===== config.mk =====
export PLATFORM = sky130hd
export DESIGN_NAME = inst_fetcher
export DESIGN_NICKNAME = d
export VERILOG_FILES = /design/src/rtl/inst_fetcher_pkg.sv /design/src/rtl/inst_fetcher_queue.sv /design/src/rtl/inst_fetcher.sv
export SDC_FILE = /design/constraint.sdc
export NUM_CORES = 2
export LEC_CHECK = 0
export ABC_AREA = 0
export BUFFER_PORTS_ARGS = -buffer_cell sky130_fd_sc_hd__buf_2
export CORE_MARGIN = 3
export CORE_UTILIZATION = 54
export CTS_BUF_LIST = sky130_fd_sc_hd__clkbuf_4 sky130_fd_sc_hd__clkbuf_8
export DETAILED_ROUTE_END_ITERATION = 8
export PLACE_DENSITY = 0.78
export REMOVE_ABC_BUFFERS = 1
export SYNTH_ARGS = -nofsm -noshare
export SYNTH_HDL_FRONTEND = slang
export SYNTH_SLANG_ARGS = --single-unit

===== constraint.sdc =====
create_clock -name clk -period 9.72 [get_ports clk]
set_input_delay 1.944 -clock clk [delete_from_list [all_inputs] [get_ports clk]]
set_output_delay 1.944 -clock clk [all_outputs]
set_load 0.02 [all_outputs]

===== src/rtl/inst_fetcher_pkg.sv =====
// Fetch-path types and RISC-V opcode constants shared with the decoder,
// plus the static next-PC predecode used on every returned instruction word.
package inst_fetcher_pkg;

    typedef logic [31:0] inst_type;
    typedef logic [31:0] addr_type;

    localparam int OPCODE_LSB = 0;
    localparam int OPCODE_MSB = 6;

    localparam logic [OPCODE_MSB:OPCODE_LSB] OPCODE_JAL = 7'b1101111;
    localparam logic [OPCODE_MSB:OPCODE_LSB] OPCODE_BR  = 7'b1100011;

    typedef struct packed {
        inst_type inst;
        addr_type pc;
        addr_type pred_pc;
    } fetch_entry_t;

    // JAL always taken, backward branches taken, everything else (JALR too) falls through.
    function automatic addr_type predict_next_pc(input inst_type word, input addr_type pc);
        addr_type                      offset;
        logic [OPCODE_MSB:OPCODE_LSB]  opcode;
        opcode = word[OPCODE_MSB:OPCODE_LSB];
        if (opcode == OPCODE_JAL) begin
            offset = {{12{word[31]}}, word[19:12], word[20], word[30:21], 1'b0};
        end else if ((opcode == OPCODE_BR) && word[31]) begin
            offset = {{20{word[31]}}, word[7], word[30:25], word[11:8], 1'b0};
        end else begin
            offset = 32'd4;
        end
        return pc + offset;
    endfunction

endpackage


===== src/rtl/inst_fetcher_queue.sv =====
// Circular FIFO of fetched {inst, pc, pred_pc} entries with an occupancy count;
// head reads as all-zero while empty.
module inst_queue
    import inst_fetcher_pkg::*;
#(
    parameter int DEPTH = 16
) (
    input  logic                   clk,
    input  logic                   rst_n,
    input  logic                   push,
    input  logic                   pop,
    input  logic                   clear,
    input  fetch_entry_t           push_entry,
    output logic [$clog2(DEPTH):0] count,
    output fetch_entry_t           head
);

    localparam int PW = $clog2(DEPTH);
    localparam logic [PW:0] DEPTH_L = (PW + 1)'(DEPTH);

    fetch_entry_t  mem_r [DEPTH];
    logic [PW-1:0] rd_ptr_r;
    logic [PW-1:0] wr_ptr_r;
    logic [PW:0]   count_r;
    logic          pop_ok_s;
    logic          push_ok_s;

    assign pop_ok_s  = pop && (count_r != '0);
    assign push_ok_s = push && ((count_r != DEPTH_L) || pop_ok_s);
    assign count     = count_r;

    // Pointer, count and storage update; clear wins over push/pop.
    always_ff @(posedge clk or negedge rst_n) begin
        if (!rst_n) begin
            rd_ptr_r <= '0;
            wr_ptr_r <= '0;
            count_r  <= '0;
            for (int i = 0; i < DEPTH; i++) begin
                mem_r[i] <= '0;
            end
        end else if (clear) begin
            rd_ptr_r <= '0;
            wr_ptr_r <= '0;
            count_r  <= '0;
        end else begin
            if (push_ok_s) begin
                mem_r[wr_ptr_r] <= push_entry;
                wr_ptr_r        <= wr_ptr_r + PW'(1);
            end
            if (pop_ok_s) begin
                rd_ptr_r <= rd_ptr_r + PW'(1);
            end
            if (push_ok_s && !pop_ok_s) begin
                count_r <= count_r + (PW + 1)'(1);
            end else if (!push_ok_s && pop_ok_s) begin
                count_r <= count_r - (PW + 1)'(1);
            end else begin
                count_r <= count_r;
            end
        end
    end

    // Head view, forced to zero while the queue is empty.
    always_comb begin
        head = '0;
        if (count_r != '0) begin
            head = mem_r[rd_ptr_r];
        end else begin
            head = '0;
        end
    end

endmodule


===== src/rtl/inst_fetcher.sv =====
// Instruction fetch front end: owns the PC, keeps one icache request in flight,
// predecodes returned words for a static next PC and buffers them for the decoder.
module inst_fetcher
    import inst_fetcher_pkg::*;
#(
    parameter int       QUEUE_DEPTH = 16,
    parameter addr_type RESET_PC    = 32'h0
) (
    input  logic     clk,
    input  logic     rst_n,
    input  logic     rdy,
    output logic     icache_req_valid,
    output addr_type icache_req_addr,
    input  logic     icache_resp_valid,
    input  inst_type icache_resp_inst,
    output logic     inst_valid,
    output inst_type inst,
    output addr_type inst_pc,
    output addr_type inst_pred_pc,
    input  logic     inst_ready,
    input  logic     flush,
    input  addr_type flush_pc
);

    localparam int CW = $clog2(QUEUE_DEPTH) + 1;
    localparam logic [CW-1:0] DEPTH_L    = CW'(QUEUE_DEPTH);
    localparam logic [CW-1:0] DEPTH_M1_L = CW'(QUEUE_DEPTH - 1);

    typedef enum logic [1:0] {
        ST_IDLE    = 2'd0,
        ST_WAIT    = 2'd1,
        ST_DISCARD = 2'd2
    } fetch_state_t;

    fetch_state_t  state_r;
    addr_type      pc_r;
    addr_type      req_addr_r;
    logic          req_valid_r;
    addr_type      pred_s;
    logic          clear_s;
    logic          push_s;
    logic          pop_s;
    logic [CW-1:0] count_s;
    fetch_entry_t  push_entry_s;
    fetch_entry_t  head_s;

    assign pred_s       = predict_next_pc(icache_resp_inst, pc_r);
    assign clear_s      = rdy && flush;
    assign push_s       = rdy && icache_resp_valid && !flush && (state_r == ST_WAIT);
    assign inst_valid   = (count_s != '0) && !clear_s;
    assign pop_s        = rdy && inst_valid && inst_ready;
    assign push_entry_s = {icache_resp_inst, pc_r, pred_s};

    assign icache_req_valid = req_valid_r;
    assign icache_req_addr  = req_addr_r;
    assign inst             = head_s.inst;
    assign inst_pc          = head_s.pc;
    assign inst_pred_pc     = head_s.pred_pc;

    inst_queue #(
        .DEPTH      (QUEUE_DEPTH)
    ) u_queue (
        .clk        (clk),
        .rst_n      (rst_n),
        .push       (push_s),
        .pop        (pop_s),
        .clear      (clear_s),
        .push_entry (push_entry_s),
        .count      (count_s),
        .head       (head_s)
    );

    // Fetch FSM: a request is only issued when its FIFO slot is guaranteed.
    always_ff @(posedge clk or negedge rst_n) begin
        if (!rst_n) begin
            state_r     <= ST_IDLE;
            pc_r        <= RESET_PC;
            req_valid_r <= 1'b0;
            req_addr_r  <= 32'h0;
        end else if (rdy) begin
            if (flush) begin
                pc_r <= flush_pc;
                case (state_r)
                    ST_WAIT, ST_DISCARD: begin
                        if (icache_resp_valid) begin
                            req_valid_r <= 1'b0;
                            state_r     <= ST_IDLE;
                        end else begin
                            state_r     <= ST_DISCARD;
                        end
                    end
                    default: begin
                        req_valid_r <= 1'b0;
                        state_r     <= ST_IDLE;
                    end
                endcase
            end else begin
                case (state_r)
                    ST_IDLE: begin
                        if (count_s < DEPTH_L) begin
                            req_valid_r <= 1'b1;
                            req_addr_r  <= pc_r;
                            state_r     <= ST_WAIT;
                        end
                    end
                    ST_WAIT: begin
                        if (icache_resp_valid) begin
                            pc_r <= pred_s;
                            // Re-issue only if a slot remains after this push.
                            if (count_s < DEPTH_M1_L) begin
                                req_addr_r <= pred_s;
                            end else begin
                                req_valid_r <= 1'b0;
                                state_r     <= ST_IDLE;
                            end
                        end
                    end
                    ST_DISCARD: begin
                        if (icache_resp_valid) begin
                            req_valid_r <= 1'b0;
                            state_r     <= ST_IDLE;
                        end
                    end
                    default: begin
                        req_valid_r <= 1'b0;
                        state_r     <= ST_IDLE;
                    end
                endcase
            end
        end
    end

endmodule


==> out/results.txt <==
Setup slack after placement - 2510 ps
CP max FO - 38
Total track usage - 27.5%
Initial drt markers - 4294
Final min period - 6370 ps
Worst-Skew Late Latency - 1010 ps
Vias per cell - 6.31
Area leader, netlist - dfrtp_1
Worst Path Arrival - 4430 ps
GPL Wtd Cong - 0.882
CP Class - reg -> out
Commonest non-fill, non-tap cell in the layout - dfrtp_1
Antenna violations before repair - 22
Clk root buf - clkbuf_8
Count of final hold-check violations - 0
Post-synth top area share - 54.5%
Drt total wl - 192000 um
Postcts setup bufs - 0
#FFs+latches synth - 1600
Mapped Area - 73500 um^2
Synthesis-to-layout area growth - 10.5%
Area of the die - 141000 um^2
Commonest cells after routing, fill and taps aside - 1596 x dfrtp_1, 1035 x mux2_2, 575 x nand2_1
Clk buf depth - 4
Max-cap violations - 0
DRC Markers - 0
Main combinational cell family by area after synthesis - multiplexers
Filler cells - 9916
Status - complete, no violations
Final #Nets - 5490
I/O Buffers - 199
Period utilization - 65.6%
Synth area leaders - dfrtp_1 54%, mux2_2 16%, mux4_2 15%, o21ai_0 3.5%, nand2_1 2.9%
EDFF count, synth - 0
Final ANT Viol Nets - 0
Max incr delay on CP - 1020 ps
Worst-margin pin slew - 1230 ps
Core area - 134000 um^2
CP max stage cell - dfrtp_4
Main synth FF type - dfrtp_1
Post-synthesis sequential area ratio - 54.5%
Share of cells above drive strength 1 - 41.4%
End-of-flow core utilization - 60.5%
Placed Instance Area - 75600 um^2
Row cnt - 134
DPL Wire Length - 109000 um
Worst rel slew slack - 17.9%
Post-Synth XOR/XNOR Area - 0.352%
Setup slack after layout - 3350 ps
Clk_skew - 78.2 ps
First-pass GRT wire length - 294000 um
CTS tree - done
CP required - 7780 ps
Mean post-synth cell area - 13.8 um^2
Chip width - 375 um
# hold bufs at CTS - 0
Worst min path class - reg -> reg
Compound-gate portion of the synthesized area - 5.69%
DR WL/cell - 26.2 um
Adder-cell share of the synthesized area - 0.753%
CP Capture Type - output pin
Clk slew on worst S/H paths - 70 ps
Clock buffer count from CTS - 279
DR vias - 46200
Post-layout instance area - 81200 um^2
Fmax - 157 MHz
Vias in the first global route - 48000
Crit-path cells - buf_4, mux4_2, mux4_2, nor2b_1, buf_2
Peak VDD IR - 0.243 mV
Synth warnings - 0
Clk sink count - 1600
Top Ports - 200
Mux contribution to synthesized area - 30.5%
Largest net degree at the start of global routing - 189
Initial Util - 54.7%
Post-synthesis cell type count - 83
Most common cell on crit path - mux4_2
DRT Pass-1 Iters - 6
PD cells - 230 nW/um^2
Post-cts sizing count - 0
Simple-gate area share of the yosys netlist - 5.22%
H-tree levels - 5
Setup violators final - 0
Slew Viols, Final - 0
Async SR Flop Fraction - 100%
Syn Inst Count - 5316
Die Ht - 375 um
RSZ-0062 raised after global routing - no
Crit path launch type - register
Hold_ws - 475 ps
GR Overflow Total - 0
Static leakage - 0.0385 uW
## state kept, by name (all words and copies together) (netlist names)
signal and cells:
u_queue.wr_ptr_r 4, icache_req_addr 32, state_r 2, icache_req_valid 1, pc_r 32, u_queue.rd_ptr_r 4
u_queue.count 5, u_queue.mem_r 1520
## synth_stat cells (all sizes together) (3+ instances only)
cell type	instances
a211o	4
a211oi	7
a21boi	5
a21o	18
a21oi	76
a31oi	8
a32oi	5
and2	3
and3	38
and4	4
buf	160
clkbuf	339
dfrtp	1600
ha	41
inv	17
mux2	1035
mux2i	7
mux4	475
nand2	575
nand2b	3
nand3	32
nand4	15
nor2	56
nor2b	102
nor3	7
o211ai	13
o21a	12
o21ai	559
o21bai	3
o31ai	20
or2	3
or3	10
xnor2	16
xor2	11
## power breakdown
group	switching, uW	internal (uW)	total (uW)
logic	2760	1960	4730
clock network	2670	3590	6250
registers	589	7110	7700
## critical path: cells and delay by family (launching register included)
family	cells	cell delay, ps
flip-flops	1	1020
multiplexers	2	1200
buffers and inverters	2	940
AND/OR/NAND/NOR	1	180
## logic make-up (layout without fill, tap and decap cells)
logic type               count (synthesis)  count (layout)
flip-flops                            1600            1600
multiplexers                          1517            1517
AND/OR/NAND/NOR                        858             858
AO/OA/AOI/OAI                          753             753
buffers and inverters                  518             754
adder cells (fa/ha/maj)                 43              43
XOR/XNOR                                27              27
other                                    0               8
## metrics by stage
step	TNS (ps)	instances	power, uW
global route	0	7323	19500
detailed placement	0	6864	12600
finish	0	7328	18700
floorplan	-801880	4816	10900
global placement	0	6864	12500
CTS	0	7320	18800
## per-layer routing
layer  global-route usage, %  vias to the layer above  wire length, um
met5                       0                        -               75
met4                    8.19                       12             5000
met3                    6.52                      384            16500
met2                    43.6                     1950            91700
met1                    38.1                    24400            78900
li1                        -                    19500                -
## final timing paths
path                                     start            endpoint  slack, ps  cells after the start
setup / recovery           u_queue.rd_ptr_r[0]    inst_pred_pc[17]       3350                      5
max in group asynchronous                rst_n  u_queue.mem_r[255]       6660                      3
hold reg to reg             u_queue.mem_r[777]  u_queue.mem_r[777]        470                      2
setup reg to reg                    state_r[1]  u_queue.mem_r[569]       4410                     12
min in group asynchronous                rst_n  u_queue.mem_r[261]        910                      1
hold / removal              u_queue.mem_r[777]  u_queue.mem_r[777]        470                      2
## layout make-up
type                       instances  area [um^2]  area share [%]
sequential                      1600        40100            49.3
multi-input combinational       3198        31400            38.7
clock buffer                     428         5320            6.55
tap                             1768         2210            2.72
timing repair buffer             280         1820            2.24
clock inverter                    28          282           0.347
inverter                          18         67.6          0.0832
antenna                            8         20.0          0.0247
No activity file was read; power rests on OpenSTA's default activity.
